$ cat config.mk
export PLATFORM = sky130hd
export DESIGN_NAME = pipe_hazard_ctrl
export DESIGN_NICKNAME = d
export VERILOG_FILES = /design/src/rtl/pipe_ctrl_pkg.sv /design/src/rtl/load_use_detect.sv /design/src/rtl/pipe_hazard_ctrl.sv
export SDC_FILE = /design/constraint.sdc
export NUM_CORES = 1
export LEC_CHECK = 0
export ABC_CLOCK_PERIOD_IN_PS = 3100
export CAP_MARGIN = 10
export CORE_MARGIN = 3
export CORE_UTILIZATION = 30
export DETAILED_ROUTE_END_ITERATION = 8
export DONT_BUFFER_PORTS = 1
export GPL_TIMING_DRIVEN = 0
export SLEW_MARGIN = 30
export SYNTH_ARGS = -nofsm -noshare
export SYNTH_HDL_FRONTEND = slang
export SYNTH_SLANG_ARGS = --single-unit
$ cat constraint.sdc
create_clock -name clk -period 3.1 [get_ports clk]
set_input_delay 0.62 -clock clk [delete_from_list [all_inputs] [get_ports clk]]
set_output_delay 0.62 -clock clk [all_outputs]
set_load 0.005 [all_outputs]
$ cat src/rtl/pipe_ctrl_pkg.sv
// Shared constants and types for the pipeline hazard sequencer.
package pipe_ctrl_pkg;

  localparam int unsigned REG_W    = 5;
  localparam int unsigned MD_CNT_W = 8;
  localparam int unsigned NUM_STG  = 4;

  localparam logic [REG_W-1:0] REG_ZERO = 5'd0;

  // Stage boundary indices into the stage control vector
  localparam logic [1:0] STG_IFID  = 2'd0;
  localparam logic [1:0] STG_IDEX  = 2'd1;
  localparam logic [1:0] STG_EXMEM = 2'd2;
  localparam logic [1:0] STG_MEMWB = 2'd3;

  typedef enum logic [1:0] {
    ST_RUN    = 2'd0,
    ST_MULDIV = 2'd1,
    ST_HALT   = 2'd2
  } ctrl_state_e;

  // Enable / synchronous clear pair for one pipeline register boundary
  typedef struct packed {
    logic en;
    logic clr;
  } stage_ctl_t;

  localparam stage_ctl_t STG_FLOW   = '{en: 1'b1, clr: 1'b0};
  localparam stage_ctl_t STG_FREEZE = '{en: 1'b0, clr: 1'b0};

endpackage

$ cat src/rtl/load_use_detect.sv
// Load-use hazard comparator: a load in EX writes a register the ID instruction reads.
module load_use_detect
  import pipe_ctrl_pkg::*;
(
  input  logic [REG_W-1:0] id_rs,
  input  logic [REG_W-1:0] id_rt,
  input  logic             id_use_rs,
  input  logic             id_use_rt,
  input  logic             ex_memread,
  input  logic [REG_W-1:0] ex_wbreg,
  output logic             load_use_c
);

  // Register zero is never a real dependency
  always_comb begin
    load_use_c = ex_memread && (ex_wbreg != REG_ZERO) &&
                 ((id_use_rs && (id_rs == ex_wbreg)) ||
                  (id_use_rt && (id_rt == ex_wbreg)));
  end

endmodule

$ cat src/rtl/pipe_hazard_ctrl.sv
// Pipeline hazard sequencer: EN/CLR for every stage boundary plus PC enable.
// Handles load-use stalls, taken-branch flushes, MUL/DIV stalls and SYSCALL halt/resume.
// Optional build macro PIPE_PERF_CNT_EN adds saturating stall/flush/halt counters.
module pipe_hazard_ctrl
  import pipe_ctrl_pkg::*;
#(
  parameter int unsigned MD_LAT = 4
`ifdef PIPE_PERF_CNT_EN
  , parameter int unsigned CNT_W = 32
`endif
) (
  input  logic             clk,
  input  logic             rst_n,
  input  logic [REG_W-1:0] id_rs,
  input  logic [REG_W-1:0] id_rt,
  input  logic             id_use_rs,
  input  logic             id_use_rt,
  input  logic             ex_memread,
  input  logic [REG_W-1:0] ex_wbreg,
  input  logic             ex_branch_tkn,
  input  logic             ex_muldiv,
  input  logic             wb_halt,
  input  logic             go,
  output logic             pc_en,
  output logic             en_ifid,
  output logic             clr_ifid,
  output logic             en_idex,
  output logic             clr_idex,
  output logic             en_exmem,
  output logic             clr_exmem,
  output logic             en_memwb,
  output logic             clr_memwb,
  output logic             halted,
`ifdef PIPE_PERF_CNT_EN
  output logic [CNT_W-1:0] stall_cnt,
  output logic [CNT_W-1:0] flush_cnt,
  output logic [CNT_W-1:0] halt_cnt,
`endif
  output logic             md_busy
);

  ctrl_state_e                 state_q, state_d;
  logic [MD_CNT_W-1:0]         md_cnt_q, md_cnt_d;
  logic                        svc_q, svc_d;
  stage_ctl_t [NUM_STG-1:0]    stg;
  logic                        pc_en_c, halted_c, md_busy_c;
  logic                        load_use_c;

  load_use_detect u_lu (
    .id_rs      (id_rs),
    .id_rt      (id_rt),
    .id_use_rs  (id_use_rs),
    .id_use_rt  (id_use_rt),
    .ex_memread (ex_memread),
    .ex_wbreg   (ex_wbreg),
    .load_use_c (load_use_c)
  );

  // State, MUL/DIV countdown and serviced flag
  always_ff @(posedge clk or negedge rst_n) begin
    if (!rst_n) begin
      state_q  <= ST_RUN;
      md_cnt_q <= '0;
      svc_q    <= 1'b0;
    end else begin
      state_q  <= state_d;
      md_cnt_q <= md_cnt_d;
      svc_q    <= svc_d;
    end
  end

  // Next state and per-stage control; wb_halt outranks every other transition
  always_comb begin
    state_d   = state_q;
    md_cnt_d  = md_cnt_q;
    svc_d     = svc_q;
    stg       = {NUM_STG{STG_FLOW}};
    pc_en_c   = 1'b1;
    halted_c  = 1'b0;
    md_busy_c = 1'b0;
    unique case (state_q)
      ST_RUN: begin
        // EX advances on every RUN cycle, so the op that was just serviced leaves
        svc_d = 1'b0;
        if (ex_branch_tkn) begin
          stg[STG_IFID].clr = 1'b1;
          stg[STG_IDEX].clr = 1'b1;
        end else if (load_use_c) begin
          pc_en_c           = 1'b0;
          stg[STG_IFID].en  = 1'b0;
          stg[STG_IDEX].clr = 1'b1;
        end
        if (wb_halt) begin
          state_d = ST_HALT;
        end else if (ex_muldiv && !svc_q) begin
          state_d  = ST_MULDIV;
          md_cnt_d = MD_CNT_W'(MD_LAT - 1);
        end
      end
      ST_MULDIV: begin
        pc_en_c            = 1'b0;
        stg[STG_IFID].en   = 1'b0;
        stg[STG_IDEX].en   = 1'b0;
        stg[STG_EXMEM].clr = 1'b1;
        md_busy_c          = 1'b1;
        if (wb_halt) begin
          state_d  = ST_HALT;
          md_cnt_d = '0;
        end else if (md_cnt_q == '0) begin
          state_d = ST_RUN;
          svc_d   = 1'b1;
        end else begin
          md_cnt_d = md_cnt_q - MD_CNT_W'(1);
        end
      end
      ST_HALT: begin
        stg      = {NUM_STG{STG_FREEZE}};
        pc_en_c  = 1'b0;
        halted_c = 1'b1;
        // Clearing MEM/WB on resume drops the SYSCALL so it cannot re-halt
        if (go) begin
          state_d            = ST_RUN;
          stg[STG_MEMWB].clr = 1'b1;
        end
      end
      default: state_d = ST_RUN;
    endcase
  end

  // Port drive; reset forces every boundary into clear
  always_comb begin
    if (!rst_n) begin
      pc_en     = 1'b0;
      en_ifid   = 1'b0;
      clr_ifid  = 1'b1;
      en_idex   = 1'b0;
      clr_idex  = 1'b1;
      en_exmem  = 1'b0;
      clr_exmem = 1'b1;
      en_memwb  = 1'b0;
      clr_memwb = 1'b1;
      halted    = 1'b0;
      md_busy   = 1'b0;
    end else begin
      pc_en     = pc_en_c;
      en_ifid   = stg[STG_IFID].en;
      clr_ifid  = stg[STG_IFID].clr;
      en_idex   = stg[STG_IDEX].en;
      clr_idex  = stg[STG_IDEX].clr;
      en_exmem  = stg[STG_EXMEM].en;
      clr_exmem = stg[STG_EXMEM].clr;
      en_memwb  = stg[STG_MEMWB].en;
      clr_memwb = stg[STG_MEMWB].clr;
      halted    = halted_c;
      md_busy   = md_busy_c;
    end
  end

`ifdef PIPE_PERF_CNT_EN
  logic stall_evt_c, flush_evt_c, halt_evt_c;

  // Counted events: stall cycles actually applied, flushes, entries into HALT
  always_comb begin
    stall_evt_c = (state_q == ST_MULDIV) ||
                  ((state_q == ST_RUN) && !ex_branch_tkn && load_use_c);
    flush_evt_c = (state_q == ST_RUN) && ex_branch_tkn;
    halt_evt_c  = (state_q != ST_HALT) && (state_d == ST_HALT);
  end

  // Saturating performance counters
  always_ff @(posedge clk or negedge rst_n) begin
    if (!rst_n) begin
      stall_cnt <= '0;
      flush_cnt <= '0;
      halt_cnt  <= '0;
    end else begin
      if (stall_evt_c && (stall_cnt != '1)) stall_cnt <= stall_cnt + CNT_W'(1);
      if (flush_evt_c && (flush_cnt != '1)) flush_cnt <= flush_cnt + CNT_W'(1);
      if (halt_evt_c  && (halt_cnt  != '1)) halt_cnt  <= halt_cnt  + CNT_W'(1);
    end
  end
`endif

endmodule
==> results.yml <==
run_status:
  outcome: "completed"
cts:
  clk_path_buf_depth: 2
  h-tree-depth: 1
  cts-root-buf: "clkbuf_4"
  numCtsBuffers: 3
  clkSinkCount: 11
  cts_resized: 0
  postCtsHoldBufs: 0
  postCtsSetupBuffers: 0
  clk_latency_ps: 270
  cts_tree: "done"
  path_clk_slew_ps: 80
synth:
  async_flop_share: 1.00
  yosysWarningCount: 0
  syn_nets: 143
  avgSynthCellArea_um2: 8.37
  yosys_register_bits: 11
  synthCells: 114
  syn-cell-area_um2: 955
  synthDistinctLibCells: 38
  yosysSeqAreaShare: 0.288
  synth-edff-count: 0
  synthFlopType: "dfrtp_1"
cells_and_area:
  drive_above_1_share: 0.102
  multi_input_area_um2: 624
  final_cell_mix: "11 x dfrtp_1, 9 x nand2_1, 9 x a21oi_1, 8 x inv_1, 8 x xor2_1"
  area_delta_synth_final_pct: 8.26
  antenna_cells: 0
  layout_commonest_cell: "dfrtp_1"
  seq_area_um2: 275
  final_area_mm2: 0.00103
  nNetsFinal: 148
  n_fill_cell: 320
power_and_ir_drop:
  internal-power_w: 0.000346
  p_sw_w: 0.000260
  comb_power_share: 0.498
  seqPwrFrac: 0.335
  sw_frac_of_total: 0.429
  leakagePower_nw: 0.420
  irDropWorstVdd_mv: 0.295
  p_clk_frac: 0.167
  power.density_mw_per_mm2: 586
sta:
  period_needed_ps: 2350
  setup_violations: 0
  slew_headroom: 0.735
  rsz0062_at_grt: "no"
  hold_viol: 0
  fin_crit_sh: 0.758
  max_freq_mhz: 425
  worst_pin_slew_ps: 395
  final.setup.tns_ps: 0
  slew_violations: 0
  clock_skew_ps: 4.98
die:
  io_pins: 35
  core_area_mm2: 0.00290
  die_y_um: 62.4
  num_rows: 19
  die_x_um: 62.4
  fp.dieArea_mm2: 0.00390
  initial_core_util: 0.329
route:
  drt_iter0_drc: 25
  num_vias: 825
  drt-pass1-iter-count: 4
  wl_mm: 2.04
  wl_per_cell_um: 12.8
  viasPerCell: 5.16
  drc: 0
  ant_nets: 0
placement:
  gp_congestion: 0.807
  postPlaceCellArea_mm2: 0.00101
  port_buffers: 0
  dp_hpwl_mm: 1.68
global_route:
  grt.overflow.total: 0
  grt_pass1_wl_mm: 3.57
  grt_pass1_vias: 836
  grt_max_degree: 20
  grt_usage: 0.110
  antenna_found_initial: 0
setup_path:
  r2r_setup_slack_ps: 1090
  r2r_start: "state_q[0]"
  r2r-end: "md_cnt_q[3]"
  path_delay_family: "compound AO/OA/AOI/OAI gates"
  critical_path.n_buffers_inverters: 1
  cp_data_required_time_ps: 2480
  cp.depth: 5
  cp-end-kind: "output pin"
  arrival_ps: 1730
  r2r_cells: 7
  path_cells: "xor2_1, nor4_1, a32oi_1, o311a_1, buf_4"
  endpoint: "pc_en"
  critPathSlowestCell: "o311a_1"
  max_stage_delay_ps: 390
  cp_max_fo: 3
  critPathKind: "primary input to output pin"
  worstSetupStartpoint: "ex_wbreg[3]"
  cp-start-kind: "primary input"
min_path:
  hp-class: "primary input to asynchronous set/reset pin"
flow_run:
  maxCapViolations: 0
[layout make-up]
class / instances / share of cell area
multi-input combinational: 91 / 0.604
sequential: 11 / 0.266
tap: 42 / 0.0508
inverter: 8 / 0.0291
clock buffer: 4 / 0.0254
buffer: 4 / 0.0242
[cells in the mapped netlist (all sizes together) (2+ instances only)]
master | instances | area (µm²)
dfrtp | 11 | 275
a21oi | 9 | 45.0
nand2 | 9 | 33.8
inv | 8 | 30.0
xor2 | 8 | 70.1
nor2 | 6 | 22.5
nor3 | 6 | 41.3
ha | 5 | 62.6
nand2b | 5 | 31.3
buf | 4 | 25.0
o21ai | 4 | 20.0
or3 | 4 | 26.3
and2 | 3 | 18.8
nor2b | 3 | 18.8
o211ai | 3 | 22.5
or4 | 3 | 23.8
a31oi | 2 | 12.5
mux2i | 2 | 20.0
nor4 | 2 | 12.5
o21bai | 2 | 15.0
o31ai | 2 | 15.0
xnor2 | 2 | 17.5
[sequential cells by signal, indices dropped and copies added (netlist names)]
name      flops
svc_q         1
md_cnt_q      8
state_q       2
[metrics by stage]
stage	cells	setup slack, ps	power [W]	hold slack (ps)	utilization
final	160	750	0.000605	33.9	0.356
after floorplan	114	824	0.000448	324	-
after global routing	160	634	0.000674	18.7	0.356
after detailed placement	156	731	0.000508	325	0.347
after CTS	160	731	0.000613	27.1	0.356
after global placement	156	763	0.000500	325	0.347
[how the worst min path moves through the flow]
| stage | end | slack [ps] | depth (start not counted) |
|---|---|---|---|
| 6_report | md_cnt_q[7] | 30 | 0 |
| 5_1_grt | state_q[1] | 20 | 0 |
| 4_1_cts | state_q[1] | 30 | 0 |
| 3_5_place_dp | md_cnt_q[7] | 330 | 0 |
| 3_3_place_gp | md_cnt_q[7] | 320 | 0 |
| 2_1_floorplan | md_cnt_q[0] | 320 | 0 |
[routing by layer]
metal  up-vias  global-route usage  share of wire
met5         -                   0              0
met2        34               0.180           0.48
met1       376               0.143           0.44
met3         2              0.0414          0.077
li1        413                   -              -
met4         0             0.00826         0.0029
[logic make-up (layout without fill, tap and decap cells)]
| family | count (synthesis) | in the layout | synth area share |
|---|---|---|---|
| adder cells (fa/ha/maj) | 5 | 5 | 0.0655 |
| buffers and inverters | 12 | 16 | 0.0577 |
| AO/OA/AOI/OAI | 27 | 27 | 0.182 |
| flip-flops | 11 | 11 | 0.288 |
| AND/OR/NAND/NOR | 47 | 47 | 0.294 |
| XOR/XNOR | 10 | 10 | 0.0917 |
| multiplexers | 2 | 2 | 0.0210 |
[power by group through the flow]
stage                     sequential, W  combinational (W)  clock (W)
after global routing           0.000210           0.000353   0.000111
final                          0.000203           0.000302   0.000101
after detailed placement       0.000206           0.000302          0
after CTS                      0.000203           0.000305   0.000105
after global placement         0.000204           0.000296          0
after floorplan                0.000199           0.000249          0
[worst register-to-register path: stages, from the launching register on]
cell      delay, ps
dfrtp_1         400
inv_1            90
ha_1            280
and4bb_2        290
a21oi_1         100
buf_2           220
nor4b_1         330
mux2i_1         220
(Power assumes the default switching activity.)
